--- src/rtl/ad56x3_spi_tx.sv ---
// ad56x3_spi_tx: serialises Avalon-ST DAC samples into 24-bit AD56x3 SPI write frames.
// After every reset it can first send the internal-reference enable frame.
module ad56x3_spi_tx #(
    parameter int SCLK_DIV   = 1,
    parameter int GAP_CYCLES = 2,
    parameter int DATA_WIDTH = 14,
    parameter int INIT_REF   = 1
) (
    input  logic                  clk,
    input  logic                  reset,
    input  logic                  asiValid,
    input  logic                  asiChannel,
    input  logic [DATA_WIDTH-1:0] asiData,
    output logic                  asiRdy,
    output logic                  sclk,
    output logic                  syncN,
    output logic                  din
);

    localparam int DIV_W = (SCLK_DIV > 1) ? $clog2(SCLK_DIV) : 1;
    localparam int GAP_W = (GAP_CYCLES > 1) ? $clog2(GAP_CYCLES) : 1;
    localparam logic [23:0]      INIT_FRAME = 24'h380001;
    localparam logic [DIV_W-1:0] DIV_LAST   = DIV_W'(SCLK_DIV - 1);
    localparam logic [GAP_W-1:0] GAP_LAST   = GAP_W'(GAP_CYCLES - 1);

    typedef enum logic [1:0] {
        ST_INIT,
        ST_SHIFT,
        ST_GAP,
        ST_IDLE
    } state_t;

    state_t           r_state;
    logic [22:0]      r_shift;
    logic [DIV_W-1:0] r_divCnt;
    logic [5:0]       r_halfCnt;
    logic [GAP_W-1:0] r_gapCnt;

    logic [15:0]      w_payload;
    logic [23:0]      w_sampleFrame;

    // Samples are left-justified in the 16-bit payload; the DAC ignores the low bits.
    assign w_payload     = 16'(asiData) << (16 - DATA_WIDTH);
    assign w_sampleFrame = {5'b00011, 2'b00, asiChannel, w_payload};

    // r_shift holds the bits not yet on din, so bit 22 is always the next one out.
    always_ff @(posedge clk or posedge reset) begin
        if (reset) begin
            r_state   <= ST_INIT;
            r_shift   <= '0;
            r_divCnt  <= '0;
            r_halfCnt <= '0;
            r_gapCnt  <= '0;
            asiRdy    <= 1'b0;
            sclk      <= 1'b1;
            syncN     <= 1'b1;
            din       <= 1'b0;
        end else begin
            case (r_state)
                ST_INIT: begin
                    r_divCnt  <= '0;
                    r_halfCnt <= '0;
                    if (INIT_REF != 0) begin
                        r_shift <= INIT_FRAME[22:0];
                        din     <= INIT_FRAME[23];
                        syncN   <= 1'b0;
                        r_state <= ST_SHIFT;
                    end else begin
                        asiRdy  <= 1'b1;
                        r_state <= ST_IDLE;
                    end
                end

                ST_IDLE: begin
                    if (asiValid && asiRdy) begin
                        r_shift   <= w_sampleFrame[22:0];
                        din       <= w_sampleFrame[23];
                        syncN     <= 1'b0;
                        asiRdy    <= 1'b0;
                        r_divCnt  <= '0;
                        r_halfCnt <= '0;
                        r_state   <= ST_SHIFT;
                    end
                end

                ST_SHIFT: begin
                    if (r_divCnt == DIV_LAST) begin
                        r_divCnt  <= '0;
                        r_halfCnt <= r_halfCnt + 6'd1;
                        // An even count here closes an odd half-period: falling edge.
                        if (!r_halfCnt[0]) begin
                            sclk <= 1'b0;
                        end else if (r_halfCnt == 6'd47) begin
                            sclk     <= 1'b1;
                            syncN    <= 1'b1;
                            din      <= 1'b0;
                            r_gapCnt <= '0;
                            r_state  <= ST_GAP;
                        end else begin
                            sclk    <= 1'b1;
                            din     <= r_shift[22];
                            r_shift <= {r_shift[21:0], 1'b0};
                        end
                    end else begin
                        r_divCnt <= r_divCnt + DIV_W'(1);
                    end
                end

                ST_GAP: begin
                    if (r_gapCnt == GAP_LAST) begin
                        asiRdy  <= 1'b1;
                        r_state <= ST_IDLE;
                    end else begin
                        r_gapCnt <= r_gapCnt + GAP_W'(1);
                    end
                end

                default: begin
                    r_state <= ST_INIT;
                end
            endcase
        end
    end

endmodule
--- config.mk ---
export PLATFORM = sky130hd
export DESIGN_NAME = ad56x3_spi_tx
export DESIGN_NICKNAME = d
export VERILOG_FILES = /design/src/rtl/ad56x3_spi_tx.sv
export SDC_FILE = /design/constraint.sdc
export NUM_CORES = 1
export LEC_CHECK = 0
export CORE_AREA = 2 2 68 70
export DETAILED_ROUTE_END_ITERATION = 10
export DIE_AREA = 0 0 70 72
export GPL_ROUTABILITY_DRIVEN = 0
export GPL_TIMING_DRIVEN = 0
export PLACE_DENSITY = 0.74
export SLEW_MARGIN = 10
export SYNTH_ARGS = -nofsm -noshare
export SYNTH_HDL_FRONTEND = slang
export SYNTH_SLANG_ARGS = --single-unit
--- constraint.sdc ---
create_clock -name clk -period 3.1 [get_ports clk]
set_input_delay 0.93 -clock clk [delete_from_list [all_inputs] [get_ports clk]]
set_output_delay 0.93 -clock clk [all_outputs]
set_load 0.005 [all_outputs]
# After elaboration in Yosys (flattened, before gate mapping)
# Index checks and enable logic that the tools add are counted.
# W data, S select, Z words.
# totals
mem_count,0
register_bits,37
mem_bits_rw,0
mem_bits_ro,0
inputBits,18
wordCells,70
latch_bits,0
output_inout_bits,4
# classes
bitwise,1
div_mod_pow,0
n_shift,0
n_lt_le_gt_ge,0
muxes,33
eq_ne,10
n_reduce_logical,14
n_addsub,3
n_mul,0
# op_table
op,count
$mux W23,4
$pmux W23 S3,1
$pmux W6 S3,1
$reduce_and A5 Y1,3
$mux W1,14
$mux W6,2
$ne A2 B2 Y1 const B,6
$mux W2,5
$pmux W1 S3,3
$pmux W2 S4,1
$reduce_and A4 Y1,2
$add A6 B1 Y6 const B,1
$eq A6 B6 Y1 const B,1
$reduce_and A3 Y1,2
$eq A2 B2 Y1 const B,2
$pmux W1 S2,2
$reduce_and A2 Y1,2
$reduce_bool A2 Y1,2
$reduce_bool A3 Y1,1
$add A1 B1 Y1 const B,2
$eq A2 B1 Y1 const B,1
$logic_not A2 Y1,1
$logic_and A1 B1 Y1,1
$not A1 Y1,1

# Longest topological paths before layout
# Gate-level depths: netlist of the first run.
# depth
word_depth,5
mapped_depth,7
depth_no_buf,6

# Worst setup path after synthesis of the first run
# Ideal clock, no wire load.
# synth_timing
kind,input to register
start,input port asiValid
end,register r_shift[7]
arrival_time_ns,1.758
stages,6
path_buffers,2
setup_ns,0.129
t_required_ns,2.971
setup_slack_ns,1.213
cell_sequence,a21boi_4 -> or2_1 -> buf_6 -> clkbuf_8 -> a221oi_1 -> a2bb2oi_1
# synth_via
elab_chain_cells,3
# synth_rtl
element,line_no,source
from (decl),11,"input logic asiValid,"
$logic_and A1 B1 Y1,75,if (asiValid && asiRdy) begin
$ne A2 B2 Y1 (no line),-,
$reduce_and A5 Y1 (no line),-,
to (signal assigned),64,r_shift <= INIT_FRAME[22:0];
to (signal assigned),76,r_shift <= w_sampleFrame[22:0];
to (signal assigned),102,"r_shift <= {r_shift[21:0], 1'b0};"
to (decl),34,logic [22:0] r_shift;
# No other way between the ends.
# A chain may end at the register's enable or synchronous reset.

# Final worst setup path of the first run
# layout_timing
start,input port asiValid
end,register r_shift[19]
# Same word-level chain as after synthesis.

==> results of run 1 <==
[layout make-up]
cell class / instances / area, um2
Buffer: 12 / 91.3
Inverter: 10 / 37.5
Timing Repair Buffer: 21 / 210
Clock inverter: 2 / 35.0
Sequential cell: 36 / 903
Clock buffer: 6 / 72.6
Fill cell: 412 / 2080
Multi-Input combinational cell: 103 / 773
Tap cell: 52 / 65.1
[metal layers]
layer	vias up	GRT usage (%)	wire, um
met1	696	21.0	1850
met5	-	0	0
met3	7	4.31	117
met4	0	9.40	88
li1	663	-	-
met2	21	26.8	1860
[power by group]
| part | switching, mW | internal (mW) |
|---|---|---|
| Clock | 0.170 | 0.239 |
| Sequential | 0 | 0.470 |
| Combinational | 0.0125 | 0.0188 |
[cells in the final DEF, fill, tap and decap left out, types with 2 or more instances in the layout]
cell type and instances:
sky130_fd_sc_hd__nor3_1 3, sky130_fd_sc_hd__nand4_1 2, sky130_fd_sc_hd__clkbuf_8 6, sky130_fd_sc_hd__mux2i_1 2, sky130_fd_sc_hd__ha_1 6, sky130_fd_sc_hd__nand3_1 9
sky130_fd_sc_hd__a22o_1 3, sky130_fd_sc_hd__a221oi_1 15, sky130_fd_sc_hd__clkbuf_1 2, sky130_fd_sc_hd__nand2b_1 2, sky130_fd_sc_hd__inv_1 9, sky130_fd_sc_hd__a2bb2oi_1 16
sky130_fd_sc_hd__clkdlybuf4s50_1 21, sky130_fd_sc_hd__buf_2 4, sky130_fd_sc_hd__a21oi_1 4, sky130_fd_sc_hd__o21ai_0 7, sky130_fd_sc_hd__nand2_1 13, sky130_fd_sc_hd__dfstp_2 2
sky130_fd_sc_hd__dfrtp_1 34, sky130_fd_sc_hd__nor4_1 2, sky130_fd_sc_hd__o32a_1 2, sky130_fd_sc_hd__nor2_1 2, sky130_fd_sc_hd__buf_6 4
[state kept, by name, indices dropped and copies added, names as in the netlist]
register / cells
r_shift: 23
din: 1
r_state: 2
sclk: 1
r_halfCnt: 6
r_gapCnt: 1
asiRdy: 1
syncN: 1
[path summary, 6_finish.rpt]
check                             from     endpoint  slack [ns]  cells after the start
max in group asynchronous        reset       asiRdy        1.54                      2
hold / removal             r_shift[22]          din        0.51                      1
setup / recovery              asiValid  r_shift[19]        0.86                      5
min in group asynchronous        reset   r_shift[1]        1.08                      2
hold reg to reg            r_shift[22]          din        0.51                      1
setup reg to reg            r_state[1]   r_shift[7]        1.26                      6
[kinds of logic after synthesis]
group                    count (synthesis)  share of synthesized area, %
flip-flops                              36                          50.0
AO/OA/AOI/OAI                           56                          26.3
buffers and inverters                   22                          7.14
multiplexers                             3                          1.73
adder cells (fa/ha/maj)                  6                          4.16
AND/OR/NAND/NOR                         38                          10.7
[worst max-delay path, stage by stage]
cell	delay [ns]
sky130_fd_sc_hd__clkdlybuf4s50_1	0.52
sky130_fd_sc_hd__a21boi_4	0.09
sky130_fd_sc_hd__nor2_2	0.32
sky130_fd_sc_hd__nand3_1	0.23
sky130_fd_sc_hd__o32a_1	0.33
[per-stage QoR]
| step | hold WS, ns | cell area (um2) |
|---|---|---|
| 2_1_floorplan | 0.462 | 1810 |
| 3_3_place_gp | 0.483 | 2080 |
| 3_5_place_dp | 0.493 | 2080 |
| 4_1_cts | 0.510 | 2190 |
| 5_1_grt | 0.528 | 2190 |
| 6_report | 0.505 | 2190 |
==> run_summary.xml, run 1 <==
<?xml version="1.0" encoding="UTF-8"?>
<metrics>
  <group name="final_layout">
    <metric name="layout.cells.non_filler" unit="">242</metric>
    <metric name="final_net_count" unit="">213</metric>
    <metric name="postLayoutCoreUtil" unit="%">51.3</metric>
    <metric name="drive_above_1_share" unit="%">14.7</metric>
    <metric name="area_growth_syn_to_layout" unit="%">21.2</metric>
    <metric name="antenna_cells_inserted" unit="">0</metric>
  </group>
  <group name="synthesis">
    <metric name="netlist-cell-type-count" unit="">39</metric>
    <metric name="netlist_top_cells_area" unit="">sky130_fd_sc_hd__dfrtp_1, sky130_fd_sc_hd__a2bb2oi_1, sky130_fd_sc_hd__a221oi_1, sky130_fd_sc_hd__ha_1, sky130_fd_sc_hd__dfstp_2</metric>
    <metric name="dominantRegCellSynth" unit="">sky130_fd_sc_hd__dfrtp_1</metric>
    <metric name="synth_commonest_cells" unit="">sky130_fd_sc_hd__dfrtp_1, sky130_fd_sc_hd__a2bb2oi_1, sky130_fd_sc_hd__a221oi_1</metric>
    <metric name="syn_area" unit="mm2">0.00181</metric>
    <metric name="synth_edf_count" unit="">0</metric>
    <metric name="postSynth.asyncResetShare" unit="%">100</metric>
    <metric name="synth_seq_area_share" unit="%">50.0</metric>
    <metric name="synthCells" unit="">161</metric>
    <metric name="postSynthAreaPerCell" unit="um2">11.2</metric>
    <metric name="synth_top_cell_area_share" unit="%">47.1</metric>
    <metric name="post-synth-top-count-cell" unit="">sky130_fd_sc_hd__dfrtp_1</metric>
    <metric name="ys_ff_latch" unit="">36</metric>
    <metric name="synth_warnings" unit="">0</metric>
    <metric name="syn-num-nets" unit="">185</metric>
    <metric name="synthDominantAreaCellType" unit="">sky130_fd_sc_hd__dfrtp_1</metric>
  </group>
  <group name="routing">
    <metric name="drc_errors" unit="">0</metric>
    <metric name="drt_pass1_iterations" unit="">4</metric>
    <metric name="ant_nets" unit="">0</metric>
    <metric name="postRouteWirelength" unit="um">3920</metric>
    <metric name="detail_route.vias_per_cell" unit="">5.73</metric>
    <metric name="detail_route.iter0.violations" unit="">62</metric>
    <metric name="routed-via-count" unit="">1387</metric>
    <metric name="route.detailed.wl_per_inst" unit="um">16.2</metric>
  </group>
  <group name="global_route">
    <metric name="gr-total-overflow" unit="">0</metric>
    <metric name="grt.total_usage" unit="%">16.8</metric>
    <metric name="wire_length_of_the_first_global_routing_pass" unit="um">6620</metric>
    <metric name="grt_max_degree" unit="">37</metric>
    <metric name="initial_antenna_violation_count" unit="">0</metric>
    <metric name="number_of_global_route_vias_before_repair" unit="">1429</metric>
  </group>
  <group name="clock_tree">
    <metric name="hold_buffers_post_cts" unit="">0</metric>
    <metric name="path_clk_slew" unit="ns">0.07</metric>
    <metric name="clock_tree.root_cell" unit="">sky130_fd_sc_hd__clkbuf_8</metric>
    <metric name="tritoncts" unit="">done</metric>
    <metric name="clkLatencyLatePin" unit="ns">0.30</metric>
    <metric name="cts_num_sinks" unit="">36</metric>
    <metric name="cts_htree_levels" unit="">2</metric>
    <metric name="postCtsSetupRepairBufs" unit="">0</metric>
    <metric name="post_cts_resized" unit="">0</metric>
    <metric name="cts_max_path_buffers" unit="">2</metric>
    <metric name="cts_made_buffers" unit="">5</metric>
  </group>
  <group name="power">
    <metric name="power.density" unit="mW/mm2">415</metric>
    <metric name="total_leakage_power" unit="nW">0.893</metric>
    <metric name="post-layout-total-power" unit="mW">0.909</metric>
    <metric name="vdd.ir_drop.worst" unit="mV">0.229</metric>
  </group>
  <group name="timing">
    <metric name="min_period_over_period" unit="%">72.4</metric>
    <metric name="slew-limit-headroom" unit="%">50.3</metric>
    <metric name="clock-skew-final" unit="ns">0.00720</metric>
    <metric name="max_clock_freq" unit="MHz">446</metric>
    <metric name="timing.final.setup_violations" unit="">0</metric>
    <metric name="period_minus_slack" unit="ns">2.24</metric>
    <metric name="hold_violations" unit="">0</metric>
    <metric name="timing_worst_slew_pin_value" unit="ns">0.744</metric>
    <metric name="grt_setup_unrepaired" unit="">no</metric>
    <metric name="setup_total_negative_slack" unit="ns">0</metric>
    <metric name="drv_slew" unit="">0</metric>
    <metric name="finalWorstSetupSlack" unit="ns">0.856</metric>
  </group>
  <group name="floorplanning">
    <metric name="coreArea" unit="mm2">0.00426</metric>
    <metric name="floorplan.rows" unit="">24</metric>
    <metric name="floorplan.initialDensity" unit="%">42.3</metric>
    <metric name="die_area" unit="mm2">0.00504</metric>
    <metric name="floorplan.die.width" unit="um">70</metric>
    <metric name="ioPinCount" unit="">22</metric>
    <metric name="vertical_die_dimension" unit="um">72</metric>
  </group>
  <group name="setup_path">
    <metric name="worst-path-max-fanout" unit="">9</metric>
    <metric name="cp_data_arrival_time" unit="ns">2.43</metric>
    <metric name="worst_ep_required_time" unit="ns">3.28</metric>
    <metric name="worstSetupPathType" unit="">in2reg</metric>
    <metric name="setup.worst_path.end_class" unit="">flip-flop</metric>
    <metric name="worst_setup_path_start_kind" unit="">input port</metric>
  </group>
  <group name="placement">
    <metric name="io_buffer_count" unit="">21</metric>
    <metric name="post-place-ws" unit="ns">0.553</metric>
    <metric name="hpwl" unit="um">2770</metric>
    <metric name="placedCellCount" unit="">234</metric>
  </group>
  <group name="min_path">
    <metric name="holdCritPathClass" unit="">reg2reg</metric>
  </group>
  <group name="job">
    <metric name="max_cap_violations" unit="">0</metric>
  </group>
  <group name="status">
    <metric name="run_status" unit="">finished, final reports clean</metric>
  </group>
</metrics>
Note: power is estimated with default switching activity, not from simulation.
==> inputs of run 2 (changes only) <==
- clock period: 3.1 -> 2.2 ns (I/O delays scaled with it)
==> results of run 2 <==
Same layout as run 1 (identical final DEF). Status: finished, final reports clean.
Main changes from that run: setup slack after placement 0.553 ns -> -0.0772 ns; setup slack after layout 0.856 ns -> 0.226 ns; register-to-register setup slack 1.26 ns -> 0.36 ns; total power 0.909 mW -> 1.28 mW; worst IR drop on VDD 0.229 mV -> 0.323 mV
==> inputs of run 3 (changes only) <==
- SLEW_MARGIN: 10 -> unset
==> run 3 against run 2 <==
  * Worst setup slack improved by 0.0047 ns
  * Critical path depth decreased by 4
  * Routed wire length down 4.1%
  * Clock-buffer cell count down 1
  * Critical path type is now reg2out
==> run_summary.xml, run 3 (synthesized netlist as in run 1, its figures left out) <==
<?xml version="1.0" encoding="UTF-8"?>
<metrics>
  <group name="setup_path">
    <metric name="worst-r2r-setup-slack" unit="ns">0.36</metric>
    <metric name="crit_path_top_delay_cell" unit="">sky130_fd_sc_hd__dfstp_2</metric>
    <metric name="worst_ep_required_time" unit="ns">1.54</metric>
    <metric name="cells_along_the_critical_path" unit="">clkdlybuf4s50_1</metric>
    <metric name="critical-path-max-stage-delay" unit="ns">0.53</metric>
    <metric name="regToRegEndpoint" unit="">r_shift[7]</metric>
    <metric name="cp_data_arrival_time" unit="ns">1.31</metric>
    <metric name="timing.critical_path.max_delay_family" unit="">flip-flops</metric>
    <metric name="cp_num_buf_inv" unit="">1</metric>
    <metric name="worstSetupPathType" unit="">reg2out</metric>
    <metric name="critPathLaunch" unit="">syncN</metric>
    <metric name="timing.rr.start" unit="">r_state[1]</metric>
    <metric name="worst-path-max-fanout" unit="">2</metric>
    <metric name="setup.worst_path.end_class" unit="">output pin</metric>
    <metric name="worst_setup_path_start_kind" unit="">flip-flop</metric>
    <metric name="r2r_cells" unit="">6</metric>
  </group>
  <group name="timing">
    <metric name="slew-limit-headroom" unit="%">59.3</metric>
    <metric name="clock-skew-final" unit="ns">0.00669</metric>
    <metric name="hold_violations" unit="">0</metric>
    <metric name="finalWorstSetupSlack" unit="ns">0.231</metric>
    <metric name="timing_worst_slew_pin_value" unit="ns">0.610</metric>
    <metric name="min_period_over_period" unit="%">89.5</metric>
    <metric name="max_clock_freq" unit="MHz">508</metric>
    <metric name="grt_setup_unrepaired" unit="">no</metric>
    <metric name="period_minus_slack" unit="ns">1.97</metric>
    <metric name="hold_slack" unit="ns">0.504</metric>
    <metric name="setup_total_negative_slack" unit="ns">0</metric>
    <metric name="drv_slew" unit="">0</metric>
    <metric name="timing.final.setup_violations" unit="">0</metric>
  </group>
  <group name="final_layout">
    <metric name="post-route-cell-area" unit="mm2">0.00222</metric>
    <metric name="largest-register" unit="">r_shift</metric>
    <metric name="mostFrequentLayoutCell" unit="">sky130_fd_sc_hd__dfrtp_1</metric>
    <metric name="largest_register_ffs" unit="">23</metric>
    <metric name="drive_above_1_share" unit="%">15.2</metric>
    <metric name="area_growth_syn_to_layout" unit="%">22.9</metric>
    <metric name="layout.cells.non_filler" unit="">243</metric>
    <metric name="final_cell_mix" unit="">sky130_fd_sc_hd__dfrtp_1, sky130_fd_sc_hd__clkdlybuf4s50_1, sky130_fd_sc_hd__a2bb2oi_1</metric>
    <metric name="top_regs" unit="">r_shift (23), r_halfCnt (6), r_state (2)</metric>
    <metric name="postLayoutCoreUtil" unit="%">52.1</metric>
    <metric name="fillCellCount" unit="">398</metric>
    <metric name="antenna_cells_inserted" unit="">0</metric>
    <metric name="final_net_count" unit="">214</metric>
  </group>
  <group name="clock_tree">
    <metric name="clkLatencyLatePin" unit="ns">0.29</metric>
    <metric name="path_clk_slew" unit="ns">0.07</metric>
    <metric name="cts_max_path_buffers" unit="">2</metric>
    <metric name="cts_num_sinks" unit="">36</metric>
    <metric name="post_cts_resized" unit="">0</metric>
    <metric name="hold_buffers_post_cts" unit="">0</metric>
    <metric name="cts_htree_levels" unit="">2</metric>
    <metric name="clock_tree.root_cell" unit="">sky130_fd_sc_hd__clkbuf_8</metric>
    <metric name="tritoncts" unit="">done</metric>
    <metric name="postCtsSetupRepairBufs" unit="">0</metric>
    <metric name="cts_made_buffers" unit="">5</metric>
  </group>
  <group name="power">
    <metric name="power.density" unit="mW/mm2">581</metric>
    <metric name="vdd.ir_drop.worst" unit="mV">0.295</metric>
    <metric name="total_leakage_power" unit="nW">0.906</metric>
    <metric name="post-layout-total-power" unit="mW">1.29</metric>
  </group>
  <group name="routing">
    <metric name="detail_route.iter0.violations" unit="">152</metric>
    <metric name="ant_nets" unit="">0</metric>
    <metric name="routed-via-count" unit="">1363</metric>
    <metric name="postRouteWirelength" unit="um">3760</metric>
    <metric name="drc_errors" unit="">0</metric>
    <metric name="route.detailed.wl_per_inst" unit="um">15.5</metric>
    <metric name="drt_pass1_iterations" unit="">4</metric>
    <metric name="detail_route.vias_per_cell" unit="">5.61</metric>
  </group>
  <group name="global_route">
    <metric name="wire_length_of_the_first_global_routing_pass" unit="um">6510</metric>
    <metric name="grt.total_usage" unit="%">16.2</metric>
    <metric name="initial_antenna_violation_count" unit="">0</metric>
    <metric name="number_of_global_route_vias_before_repair" unit="">1401</metric>
    <metric name="gr-total-overflow" unit="">0</metric>
    <metric name="grt_max_degree" unit="">24</metric>
  </group>
  <group name="min_path">
    <metric name="hold-path-endpoint" unit="">r_shift[19]</metric>
    <metric name="depth_of_the_worst_hold_timing_path" unit="">1</metric>
    <metric name="holdCritPathClass" unit="">reg2reg</metric>
    <metric name="hp-start" unit="">r_shift[19]</metric>
  </group>
  <group name="floorplanning">
    <metric name="ioPinCount" unit="">22</metric>
    <metric name="floorplan.die.width" unit="um">70</metric>
    <metric name="vertical_die_dimension" unit="um">72</metric>
    <metric name="coreArea" unit="mm2">0.00426</metric>
    <metric name="die_area" unit="mm2">0.00504</metric>
    <metric name="floorplan.rows" unit="">24</metric>
    <metric name="floorplan.initialDensity" unit="%">42.3</metric>
  </group>
  <group name="placement">
    <metric name="post-place-ws" unit="ns">-0.0620</metric>
    <metric name="hpwl" unit="um">2820</metric>
    <metric name="io_buffer_count" unit="">21</metric>
    <metric name="dpl-instance-area" unit="mm2">0.00211</metric>
    <metric name="placedCellCount" unit="">235</metric>
  </group>
  <group name="job">
    <metric name="max_cap_violations" unit="">0</metric>
  </group>
  <group name="status">
    <metric name="run_status" unit="">finished, final reports clean</metric>
  </group>
</metrics>
==> run 3: cell count changes in the layout (fill, tap and decap cells not counted) <==
cell,change
sky130_fd_sc_hd__clkinvlp_4,+1
sky130_fd_sc_hd__inv_2,-1
sky130_fd_sc_hd__buf_16,+1
sky130_fd_sc_hd__clkbuf_1,-1
sky130_fd_sc_hd__inv_1,+1
==> run 3: worst register-to-register path: stages, from the launching register on <==
cell and delay [ns]:
sky130_fd_sc_hd__dfrtp_1 0.42, sky130_fd_sc_hd__inv_1 0.12, sky130_fd_sc_hd__ha_1 0.23, sky130_fd_sc_hd__buf_2 0.25, sky130_fd_sc_hd__clkbuf_1 0.37, sky130_fd_sc_hd__a221oi_1 0.16
sky130_fd_sc_hd__a2bb2oi_1 0.22
==> run 3: worst max path at each step <==
| stage | to | slack [ns] | cells after the start |
|---|---|---|---|
| final | syncN | 0.23 | 1 |
| after detailed placement | r_shift[19] | -0.06 | 5 |
| after global routing | r_shift[5] | 0.15 | 7 |
| after floorplan | r_shift[7] | 0.55 | 7 |
| after CTS | syncN | 0.21 | 1 |
| after global placement | r_shift[11] | -0.1 | 2 |
==> run 3: per-layer routing <==
| layer | track usage, % | vias up | part of all wire [%] |
|---|---|---|---|
| met4 | 5.77 | 0 | 1.4 |
| li1 | - | 669 | - |
| met3 | 3.89 | 5 | 3.0 |
| met1 | 22.0 | 669 | 48 |
| met5 | 0 | - | 0 |
| met2 | 25.6 | 20 | 48 |
==> run 3: where the power goes <==
part           internal [mW]  switching, mW
logic                 0.0313         0.0180
registers              0.662              0
clock network          0.335          0.244
==> run 3: layout make-up <==
class	instances	area, um2	area share [%]
Buffer	12	91.3	4.11
Clock buffer	5	68.8	3.10
Timing Repair Buffer	22	238	10.7
Clock inverter	3	42.5	1.92
Multi-Input combinational cell	103	773	34.8
Inverter	10	37.5	1.69
Tap cell	52	65.1	2.93
Sequential cell	36	903	40.7
